File: src/rtl/lcd_byte_arbiter.sv
// lcd_byte_arbiter
//   Shares one LCD nibble-transfer engine between two byte-level requesters.
//   A granted byte is sent as two nibble transfers, high nibble first. Each
//   transfer carries its own post-nibble delay. The owner receives a
//   one-cycle done pulse after the low nibble completes.
//
// Ports
//   CLK, RST                  clock; synchronous active-high reset
//   reqN_valid/rs/data        byte request from requester N (hold until ready)
//   reqN_ready                combinational accept strobe (IDLE only)
//   reqN_done                 one-cycle pulse: requester N byte fully sent
//   busy                      high whenever a byte is in flight
//   grant_id                  owner of the current/last byte
//   xfer_cmd, xfer_delay      {RS, nibble} and post-nibble delay in clocks
//   xfer_send / xfer_done     handshake with the nibble-transfer engine
module lcd_byte_arbiter #(
    parameter int FREQ    = 50000000,
    parameter int DELAY_W = 21
) (
    input  logic               CLK,
    input  logic               RST,
    input  logic               req0_valid,
    input  logic               req0_rs,
    input  logic [7:0]         req0_data,
    output logic               req0_ready,
    output logic               req0_done,
    input  logic               req1_valid,
    input  logic               req1_rs,
    input  logic [7:0]         req1_data,
    output logic               req1_ready,
    output logic               req1_done,
    output logic               busy,
    output logic               grant_id,
    output logic [4:0]         xfer_cmd,
    output logic [DELAY_W-1:0] xfer_delay,
    output logic               xfer_send,
    input  logic               xfer_done
);

    localparam longint unsigned T1US = longint'(FREQ) / 64'd1000000;

    localparam logic [DELAY_W-1:0] DLY_HI  = DELAY_W'(T1US * 64'd10);
    localparam logic [DELAY_W-1:0] DLY_LO  = DELAY_W'(T1US * 64'd53);
    localparam logic [DELAY_W-1:0] DLY_CLR = DELAY_W'(T1US * 64'd3000);

    // The longest delay (clear/home) must fit in xfer_delay.
    if (T1US * 64'd3000 >= (64'd1 << DELAY_W)) begin : g_delay_w_too_small
        $error("lcd_byte_arbiter: DELAY_W too small for T1US*3000");
    end

    typedef enum logic [2:0] {
        IDLE,
        LOAD_HI,
        SEND_HI,
        LOAD_LO,
        SEND_LO
    } state_t;

    state_t     state;
    state_t     state_next;
    logic       last_grant;
    logic       grant_ok;
    logic       grant_sel;
    logic       rs_q;
    logic [7:0] data_q;

    // Clear display (0x01) and return home (0x02/0x03) commands need the
    // long settle time; every other low nibble uses the standard delay.
    function automatic logic [DELAY_W-1:0] lo_delay(input logic rs,
                                                    input logic [7:0] data);
        if (!rs && (data == 8'h01 || data == 8'h02 || data == 8'h03))
            return DLY_CLR;
        return DLY_LO;
    endfunction

    always_comb begin
        state_next = state;
        grant_ok   = 1'b0;
        grant_sel  = 1'b0;
        case (state)
            IDLE: begin
                if (req0_valid && req1_valid) begin
                    // Contest: the requester that did not win last time wins.
                    grant_ok  = 1'b1;
                    grant_sel = ~last_grant;
                end else if (req0_valid) begin
                    grant_ok  = 1'b1;
                    grant_sel = 1'b0;
                end else if (req1_valid) begin
                    grant_ok  = 1'b1;
                    grant_sel = 1'b1;
                end
                if (grant_ok)
                    state_next = LOAD_HI;
            end
            LOAD_HI: state_next = SEND_HI;
            SEND_HI: if (xfer_done) state_next = LOAD_LO;
            LOAD_LO: state_next = SEND_LO;
            SEND_LO: if (xfer_done) state_next = IDLE;
            default: state_next = IDLE;
        endcase
    end

    // A grant during reset would be discarded, so ready is held low then.
    assign req0_ready = grant_ok && !grant_sel && !RST;
    assign req1_ready = grant_ok &&  grant_sel && !RST;
    assign busy       = (state != IDLE);
    assign xfer_send  = (state == SEND_HI) || (state == SEND_LO);

    always_ff @(posedge CLK) begin
        if (RST) begin
            state      <= IDLE;
            last_grant <= 1'b1;
            grant_id   <= 1'b0;
            xfer_cmd   <= '0;
            xfer_delay <= '0;
            req0_done  <= 1'b0;
            req1_done  <= 1'b0;
        end else begin
            state     <= state_next;
            req0_done <= 1'b0;
            req1_done <= 1'b0;
            case (state)
                IDLE: begin
                    if (grant_ok) begin
                        last_grant <= grant_sel;
                        grant_id   <= grant_sel;
                    end
                end
                LOAD_HI: begin
                    xfer_cmd   <= {rs_q, data_q[7:4]};
                    xfer_delay <= DLY_HI;
                end
                LOAD_LO: begin
                    xfer_cmd   <= {rs_q, data_q[3:0]};
                    xfer_delay <= lo_delay(rs_q, data_q);
                end
                SEND_LO: begin
                    if (xfer_done) begin
                        req0_done <= ~grant_id;
                        req1_done <=  grant_id;
                    end
                end
                default: ;
            endcase
        end
    end

    // Byte capture happens only in the accept cycle; the requester may
    // change its data freely at any other time.
    always_ff @(posedge CLK) begin
        if (state == IDLE && grant_ok) begin
            rs_q   <= grant_sel ? req1_rs   : req0_rs;
            data_q <= grant_sel ? req1_data : req0_data;
        end
    end

endmodule
File: config.mk
export PLATFORM = sky130hd
export DESIGN_NAME = lcd_byte_arbiter
export DESIGN_NICKNAME = d
export VERILOG_FILES = /design/src/rtl/lcd_byte_arbiter.sv
export SDC_FILE = /design/constraint.sdc
export NUM_CORES = 1
export LEC_CHECK = 0
export BUFFER_PORTS_ARGS = -buffer_cell sky130_fd_sc_hd__buf_4
export CAP_MARGIN = 25
export CORE_UTILIZATION = 50
export DETAILED_ROUTE_END_ITERATION = 12
export PLACE_DENSITY = 0.84
export SLEW_MARGIN = 10
export SYNTH_ARGS = -nofsm -noshare
export SYNTH_HDL_FRONTEND = slang
export SYNTH_SLANG_ARGS = --single-unit
File: constraint.sdc
create_clock -name CLK -period 6.54 [get_ports CLK]
set_clock_uncertainty 0.15 [all_clocks]
set_input_delay 0.654 -clock CLK [delete_from_list [all_inputs] [get_ports CLK]]
set_output_delay 0.654 -clock CLK [all_outputs]
set_load 0.01 [all_outputs]
# Word-level counts from Yosys, hierarchy flattened
# Cells that the tools add are included.
word_totals:
  reg_bits: 42
  inputBits: 23
  output_inout_bits: 33
  word_cells: 63
op_classes:
  eq_ne: 10
  mux: 21
  bitwise_logic: 4
  reduce_logical: 19
ops:
  columns: ["cell", "n"]
  rows:
  - ["21-bit two-way mux", 2]
  - ["21-bit case mux with 2 select lines", 1]
  - ["8-bit by 2-bit == test with 1-bit output, second input constant", 2]
  - ["3-bit case mux with 5 select lines", 1]
  - ["1-bit two-way mux", 12]
  - ["5-bit case mux with 2 select lines", 1]
  - ["3-bit two-way mux", 3]
  - ["8-bit by 1-bit == test with 1-bit output, second input constant", 1]
  - ["8-bit two-way mux", 1]
  - ["1-bit logical AND", 7]
  - ["3-bit by 2-bit == test with 1-bit output, second input constant", 2]
  - ["2-bit != test, second input constant", 3]
  - ["1-bit NOT", 4]
  - ["3-bit by 1-bit == test with 1-bit output, second input constant", 1]
  - ["3-bit == test, second input constant", 1]
  - ["1-bit zero test", 3]
  - ["3-bit zero test", 1]
  - ["1-bit logical OR", 3]
  - ["3-bit AND reduction", 1]
  - ["3-bit nonzero test", 1]
  - ["3-bit OR reduction", 1]
  - ["2-bit AND reduction", 1]
  - ["2-bit nonzero test", 1]

# Depth between registers and ports, before layout
# Gate-level depths: netlist of run 1.
logic_depth:
  depth_word: 9
  ltp_mapped: 6
  depth_no_buf: 3

# Worst setup path after synthesis of run 1
# OpenSTA, ideal clock, no wires.
synth_path:
  path_type: "reg2out"
  startpoint: "register state[0]"
  endpoint: "output req0_ready"
  t_arrival_ps: 1651
  required_ps: 5736
  slack_ps: 4085
  stages_incl_launch_ff: 6
  path_cell_list: "dfxtp_1 -> buf_6 -> or3_1 -> buf_2 -> nor2_1 -> and3_1"
synth_via:
  elab_chain_len: 5
  elab_cells_between_ends: 6
  classes_between: "mux: 2; reduce/logical: 4"
synth_rtl:
  columns: ["item", "line", "source"]
  rows:
  - ["from (decl)", "59", "state_t state;"]
  - ["from (signal assigned)", "120", "state <= state_next;"]
  - ["3-bit zero test *", "80", "case (state)"]
  - ["1-bit two-way mux", "80", null]
  - ["1-bit zero test", "105", "assign req0_ready = grant_ok && !grant_sel && !RST;"]
  - ["1-bit logical AND * (2 in series)", "105", null]
  - ["to (decl)", "25", "output logic req0_ready,"]
# Mark *: on every way between the ends. The rest lies on a longest branch, timed or not.

# Worst setup path after layout of run 1
layout_path:
  startpoint: "register state[1]"
  endpoint: "output req0_ready"
# The elaborated chain is that of the path after synthesis.

==> flow_summary.toml, run 1 <==
[status]
status = "completed"

[layout]
num-fill-cells = 182
postLayoutCoreUtil = 0.6708
final-instance-count-excl-fill = 185
syn2layout_area_growth_pct = 21.74
final_cell_mix = "buf_4, dfxtp_1, nor2_1"
most_common_library_cell_in_the_layout_ignoring_fill_and_taps = "buf_4"
design_area_mm2 = 0.001555
diodes = 0
number_of_nets_at_the_end_of_the_flow = 181
ratio_of_cells_with_drive_above_1_in_the_final_layout = 0.3822

[sta]
fmax_ghz = 0.3231
final.min_clock_period_ps = 3095
report.final.hold_viol_count = 0
worst_pin_slew_ps = 842.9
timing.final.max_slew_violations = 0
relSlewSlack = 0.4369
period_share = 0.4733
setup_repair_after_global_routing_missed_its_margin = "false"
setup_viol_count_final = 0
setup_tns_ps = 0

[logic_synthesis]
synth_largest_type_area_fraction = 0.2821
syn_inst = 122
synth-adder-area-share = 0
synth_sequential_area_ratio = 0.4936
asr_flop_ratio_synth = 0
synth_ff_type = "dfxtp_1"
post-synth-top-area-cell = "dfxtp_1"
synth.ff_latch_count = 27
compound_gate_portion_of_the_synthesized_area = 0.08815
syn_area_per_cell_um2 = 10.47
ys.warnings.count = 0
synth-edff-count = 9
synth-xor-area-share = 0.01371
post_synth_mux_area_share = 0.1283
synth.area.top_cells = "dfxtp_1, edfxtp_1, buf_4, mux2_4, nor2_1"
synth_simple_gate_area_frac = 0.1371
synth.cell_area_mm2 = 0.001277
main_combinational_cell_family_by_area_after_synthesis = "simple AND/OR/NAND/NOR gates"
ys_types = 33

[cts]
cts_root_buf = "clkbuf_4"
tritoncts = "yes"
post-cts-setup-buffer-count = 0
cts.clk_slew.worst_paths_ps = 140
cts-hold-fix-buffers = 0
cts_repair_resizes = 0
clock_buffer_count_from_cts = 3
clockBufferDepth = 2
cts.sink_count = 27
htree_levels = 1
clkLatencyLatePin_ps = 330

[routing]
initialDrtViolationCount = 15
wl_per_cell_um = 12.51
via_count = 952
drt-total-wl_um = 2315
drc = 0
detail_route.first_pass.iterations = 4
antenna_left = 0
vias_per_cell = 5.146

[die]
placement_rows = 17
pin_count = 56
fp.dieW_um = 52.55
die_area_mm2 = 0.002761
effective_utilization_at_floorplan = 0.5510
core-area_mm2 = 0.002318
floorplan.die.height_um = 52.55

[worst_setup_path]
crit_chain = "or3_1 -> nor2_1 -> and3_1 -> buf_4"
worst-path-max-fanout = 13
setup.worst_path.class = "flop to output pin"
cp.required_ps = 5740
arrival_worst_endpoint_ps = 2290
critical_path.startpoint_type = "flop"
worst_path_largest_cell_delay_ps = 580
crit_path_top_delay_cell = "nor2_1"
worstSetupEndpointType = "output pin"

[global_route]
first_global_vias = 859
grt_usage = 0.1832
grt_antenna_before_repair = 0
grt_max_degree = 17
globalRoute.totalOverflow = 0
grt_first_pass_wirelength_um = 3608

[placed_design]
numPortBuffers = 46
dpl-instance-area_mm2 = 0.001529
place_congestion = 0.7002
placed_cells_incl_taps = 181
dp_hpwl_um = 1747

[power]
powerDensity_mw_per_mm2 = 274.7
ir_worst_vdd_mv = 0.1632
leakage_uw = 0.0007056

[job]
count_of_max_cap_constraint_violations = 0

[min_path]
hold_path_class = "flop to flop"
## area by class of cell
type	count	area [µm²]	share of cell area
Sequential cell	27	630.6	0.4055
Inverter	4	15.01	0.009654
Clock buffer	4	26.28	0.01689
Multi-Input combinational cell	76	503.0	0.3234
Tap cell	28	35.03	0.02253
Timing Repair Buffer	46	345.3	0.2220
## per-stage QoR
step | setup slack [ps] | power, µW | hold WS, ps
after floorplan | 4085 | 321.5 | 312.2
after global placement | 3890 | 355.2 | 295.0
after detailed placement | 3801 | 360.1 | 299.8
after CTS | 3430 | 431.5 | 330.2
after global routing | 3306 | 451.3 | 349.7
final | 3445 | 427.3 | 326.3
## flip-flops by register name, summed over array words and instances (netlist names)
signal / cells
xfer_cmd: 5
rs_q: 1
req1_done: 1
req0_done: 1
xfer_delay: 6
last_grant: 1
data_q: 8
grant_id: 1
state: 3
## path summary, 6_finish.rpt
path | to | slack, ps | cells after the start | start
hold / removal | req0_done | 330 | 1 | grant_id
setup reg to reg | data_q[1] | 4410 | 3 | state[1]
setup / recovery | req0_ready | 3440 | 4 | state[1]
hold reg to reg | req0_done | 330 | 1 | grant_id
## power breakdown
part	internal, µW	switching, µW
clock network	23.9	46.9
logic	67.2	61.0
registers	206	22.8
## cell families after synthesis
family          Yosys count
compound gates           16
buf+inv                  27
other cells               1
mux                      13
flops                    27
simple gates             36
xor+xnor                  2
## metal layers
metal / track usage / vias up / share of wire
met5: 0 / - / 0
met4: 0.09211 / 0 / 0.016
met3: 0.03768 / 4 / 0.067
met2: 0.3186 / 58 / 0.49
met1: 0.2099 / 425 / 0.43
li1: - / 465 / -
## synthesized netlist by cell type (2+ instances only)
library cell / instances
a211oi_1: 4
a21oi_1: 6
buf_1: 2
buf_4: 15
buf_6: 2
clkbuf_1: 3
dfxtp_1: 18
edfxtp_1: 9
inv_1: 4
mux2_2: 3
mux2_4: 6
mux2i_1: 4
nand2_1: 6
nand4_1: 2
nor2_1: 15
nor3_1: 3
o21ai_0: 3
xnor2_1: 2
## worst max-delay path, delay by kind of cell (launching register included)
| kind | cells | cell delay [ps] |
|---|---|---|
| and+or+nand+nor | 3 | 1350 |
| DFF | 1 | 490 |
| buffers and inverters | 1 | 120 |
Note: power is estimated with default switching activity, not from simulation.
==> run 2, diff against run 1 <==
--- a/config.mk
+++ b/config.mk
@@ -7,9 +7,9 @@
 export LEC_CHECK = 0
 export BUFFER_PORTS_ARGS = -buffer_cell sky130_fd_sc_hd__buf_4
 export CAP_MARGIN = 25
-export CORE_UTILIZATION = 50
+export CORE_UTILIZATION = 46
 export DETAILED_ROUTE_END_ITERATION = 12
-export PLACE_DENSITY = 0.84
+export PLACE_DENSITY = 0.78
 export SLEW_MARGIN = 10
 export SYNTH_ARGS = -nofsm -noshare
 export SYNTH_HDL_FRONTEND = slang
==> constraint.sdc (replaced) <==
create_clock -name CLK -period 3.1 [get_ports CLK]
set_clock_uncertainty 0.15 [all_clocks]
set_input_delay 0.31 -clock CLK [delete_from_list [all_inputs] [get_ports CLK]]
set_output_delay 0.31 -clock CLK [all_outputs]
set_load 0.01 [all_outputs]
==> flow_summary.toml, run 2 (same netlist as run 1, synthesis figures left out) <==
[power]
leakage_uw = 0.0007104
ir_worst_vdd_mv = 0.4118
powerDensity_mw_per_mm2 = 578.7

[die]
fp.dieW_um = 54.70
core-area_mm2 = 0.002545
die_area_mm2 = 0.002992
floorplan.die.height_um = 54.70
pin_count = 56
effective_utilization_at_floorplan = 0.5020
placement_rows = 18

[cts]
cts_root_buf = "clkbuf_4"
tritoncts = "yes"
htree_levels = 1
cts.clk_slew.worst_paths_ps = 140
cts_repair_resizes = 0
clock_buffer_count_from_cts = 3
clockBufferDepth = 2
cts-hold-fix-buffers = 0
post-cts-setup-buffer-count = 0
cts.sink_count = 27
clkLatencyLatePin_ps = 320

[routing]
vias_per_cell = 5.027
drc = 0
antenna_left = 0
via_count = 945
drt-total-wl_um = 2259
detail_route.first_pass.iterations = 4
wl_per_cell_um = 12.02
initialDrtViolationCount = 14

[placed_design]
dp_hpwl_um = 1768
place_congestion = 0.7200
dpl-instance-area_mm2 = 0.001539
numPortBuffers = 46

[worst_setup_path]
worst-path-max-fanout = 13
setup.worst_path.class = "flop to output pin"
critical_path.startpoint_type = "flop"
cp.required_ps = 2640
arrival_worst_endpoint_ps = 2060
worstSetupEndpointType = "output pin"

[job]
count_of_max_cap_constraint_violations = 0

[sta]
setup_tns_ps = 0
period_share = 0.8143
fmax_ghz = 0.3962
timing.final.max_slew_violations = 0
worst_pin_slew_ps = 822.0
setup_repair_after_global_routing_missed_its_margin = "false"
setup_viol_count_final = 0
final.min_clock_period_ps = 2524
report.final.hold_viol_count = 0
relSlewSlack = 0.4509

[global_route]
grt_usage = 0.1721
first_global_vias = 846
grt_first_pass_wirelength_um = 3525
grt_max_degree = 17
grt_antenna_before_repair = 0
globalRoute.totalOverflow = 0

[layout]
number_of_nets_at_the_end_of_the_flow = 182
most_common_library_cell_in_the_layout_ignoring_fill_and_taps = "buf_4"
diodes = 0
syn2layout_area_growth_pct = 22.53
max_flop_register = "data_q"
num-fill-cells = 201
seq_area_um2 = 630.6
final_cell_mix = "buf_4, dfxtp_1, nor2_1"
largest_reg_flops = 8
largest_registers = "data_q (8), xfer_delay (6), xfer_cmd (5)"
design_area_mm2 = 0.001565
multiInputGateArea_um2 = 503.0
ratio_of_cells_with_drive_above_1_in_the_final_layout = 0.3861

[min_path]
hold_path_class = "input port to flop"

[status]
status = "completed"
[run 2: cell types whose count changed in the layout (fill, tap and decap cells not counted)]
cell,change
buf_4,+1
[run 2: final cells by class]
cell class / count / share of cell area
tap: 30 / 0.02398
inverter: 4 / 0.009592
clock buffer: 4 / 0.01679
sequential: 27 / 0.4029
multi-input combinational: 76 / 0.3213
timing repair buffer: 47 / 0.2254
[run 2: layer usage]
| layer | global-route usage | vias to the layer above | routed length (µm) |
|---|---|---|---|
| met5 | 0 | - | 0 |
| met4 | 0.1026 | 0 | 34 |
| met3 | 0.03611 | 4 | 124 |
| met2 | 0.2912 | 49 | 1117 |
| met1 | 0.1962 | 428 | 982 |
| li1 | - | 464 | - |
[run 2: critical path, cell delays in order (launching register included)]
cell,delay (ps)
dfxtp_1,490
or3_1,490
a211o_4,420
and3_1,200
buf_4,140
[run 2: final timing paths]
kind / to / cells past startpoint / start / slack, ps
hold / removal: xfer_delay[9] / 2 / RST / 110
setup reg to reg: data_q[6] / 3 / state[1] / 990
hold reg to reg: xfer_cmd[4] / 2 / xfer_cmd[4] / 330
setup / recovery: req0_ready / 4 / state[1] / 580
[run 2: metrics by stage]
stage	setup WS (ps)	cells	total power, µW	hold slack (ps)	util
4_1_cts	580.4	188	913.4	102.4	0.6150
3_5_place_dp	957.5	184	766.0	302.4	0.6047
3_3_place_gp	971.0	184	756.2	292.5	0.6047
6_report	575.7	188	905.8	107.7	0.6150
2_1_floorplan	989.4	130	678.3	312.2	-
5_1_grt	471.2	188	966.4	103.7	0.6150
[run 2: where the power goes]
part | internal [µW] | total [µW] | switching (µW)
Sequential | 433 | 483 | 49.9
Clock | 50.4 | 149 | 98.5
Combinational | 146 | 274 | 127
Total | 630 | 906 | 276
==> run 3, diff against run 2 <==
==> constraint.sdc (replaced) <==
create_clock -name CLK -period 2.36 [get_ports CLK]
set_clock_uncertainty 0.15 [all_clocks]
set_input_delay 0.236 -clock CLK [delete_from_list [all_inputs] [get_ports CLK]]
set_output_delay 0.236 -clock CLK [all_outputs]
set_load 0.01 [all_outputs]
==> flow_summary.toml, run 3 (same netlist as run 1, synthesis figures left out) <==
[layout]
syn2layout_area_growth_pct = 24.29
final_cell_mix = "buf_4, dfxtp_1, nor2_1"
max_flop_register = "data_q"
most_common_library_cell_in_the_layout_ignoring_fill_and_taps = "buf_4"
ratio_of_cells_with_drive_above_1_in_the_final_layout = 0.4125
diodes = 0
largest_reg_flops = 8
number_of_nets_at_the_end_of_the_flow = 184
largest_registers = "data_q (8), xfer_delay (6), xfer_cmd (5)"
design_area_mm2 = 0.001588

[sta]
setup_repair_after_global_routing_missed_its_margin = "false"
final.min_clock_period_ps = 2284
report.final.hold_viol_count = 0
timing.final.max_slew_violations = 0
period_share = 0.9677
finalWorstSetupSlack_ps = 76.12
fin_hold_ws_ps = 34.35
setup_tns_ps = 0
fmax_ghz = 0.4379
setup_viol_count_final = 0

[job]
count_of_max_cap_constraint_violations = 0

[worst_setup_path]
r2r_slack_ps = 430
cp.required_ps = 1970
worst-path-max-fanout = 13
crit-reg2reg-launch = "state[2]"
worstSetupEndpointType = "output pin"
r2r.worst_path.cells = 3
setup.worst_path.class = "flop to output pin"
r2r_end = "data_q[5]"
critical_path.startpoint_type = "flop"
arrival_worst_endpoint_ps = 1900

[min_path]
hold_path_stages = 3
hold_end = "state[2]"
hold_path.startpoint = "xfer_done"
hold_path_class = "input port to flop"

[routing]
drt-total-wl_um = 2322
drc = 0
detail_route.first_pass.iterations = 4
antenna_left = 0
vias_per_cell = 5.037
initialDrtViolationCount = 11
wl_per_cell_um = 12.22
via_count = 957

[cts]
cts-hold-fix-buffers = 0
clkLatencyLatePin_ps = 330
cts.clk_slew.worst_paths_ps = 150
tritoncts = "yes"
cts.sink_count = 27
post-cts-setup-buffer-count = 0
clockBufferDepth = 2
cts_repair_resizes = 0
htree_levels = 1
clock_buffer_count_from_cts = 3
cts_root_buf = "clkbuf_4"

[die]
fp.dieW_um = 54.70
die_area_mm2 = 0.002992
pin_count = 56
placement_rows = 18
core-area_mm2 = 0.002545
effective_utilization_at_floorplan = 0.5020
floorplan.die.height_um = 54.70

[status]
status = "completed"

[power]
leakage_uw = 0.0007233
p_total_uw = 1207
ir_worst_vdd_mv = 0.6263
powerDensity_mw_per_mm2 = 760.1

[global_route]
globalRoute.totalOverflow = 0
grt_max_degree = 17
grt_first_pass_wirelength_um = 3463
grt_antenna_before_repair = 0
first_global_vias = 843
grt_usage = 0.1658

[placed_design]
place_congestion = 0.7111
numPortBuffers = 46
dp_hpwl_um = 1843
post-place-ws_ps = 368.2
dpl-instance-area_mm2 = 0.001554
## run 3: critical path: stages, from the launching register on
cell and delay [ps]:
dfxtp_1 420, or3_4 390, a211o_4 410, and3_1 210
buf_4 140
## run 3: per-stage QoR
stage	std cells	util
2_1_floorplan	130	-
3_3_place_gp	186	0.6106
3_5_place_dp	186	0.6106
4_1_cts	190	0.6214
5_1_grt	190	0.6239
6_report	190	0.6239
## run 3: report_power, final
group	leakage [µW]	internal [µW]	switching [µW]	total, µW
combinational	0.000470	206	185	390
clock	0.0000177	63.5	132	195
sequential	0.000235	570	51.4	621
## run 3: final cells by class
cell class | instances | area, µm²
fillers | 223 | 957.2
flip-flops and latches | 27 | 631.9
multi-input cells | 76 | 508.0
repair buffers | 49 | 367.9
well taps | 30 | 37.54
clock buffers | 3 | 22.52
inverters | 4 | 15.01
clock inverters | 1 | 5.005
## run 3: worst max path at each step
stage             start          to  slack, ps  cells past startpoint
2_1_floorplan  state[0]   data_q[1]        280                      6
3_3_place_gp   state[0]  req0_ready        410                      4
3_5_place_dp   state[0]  req0_ready        370                      4
4_1_cts        state[0]  req0_ready        0.8                      4
5_1_grt        state[2]  req0_ready         20                      4
6_report       state[2]  req0_ready         80                      4
## run 3: layer usage
metal / vias up / track usage / part of all wire
met3: 4 / 0.06111 / 0.068
met5: - / 0 / 0
met2: 49 / 0.2811 / 0.50
met1: 436 / 0.1949 / 0.42
li1: 468 / - / -
met4: 0 / 0.04274 / 0.014
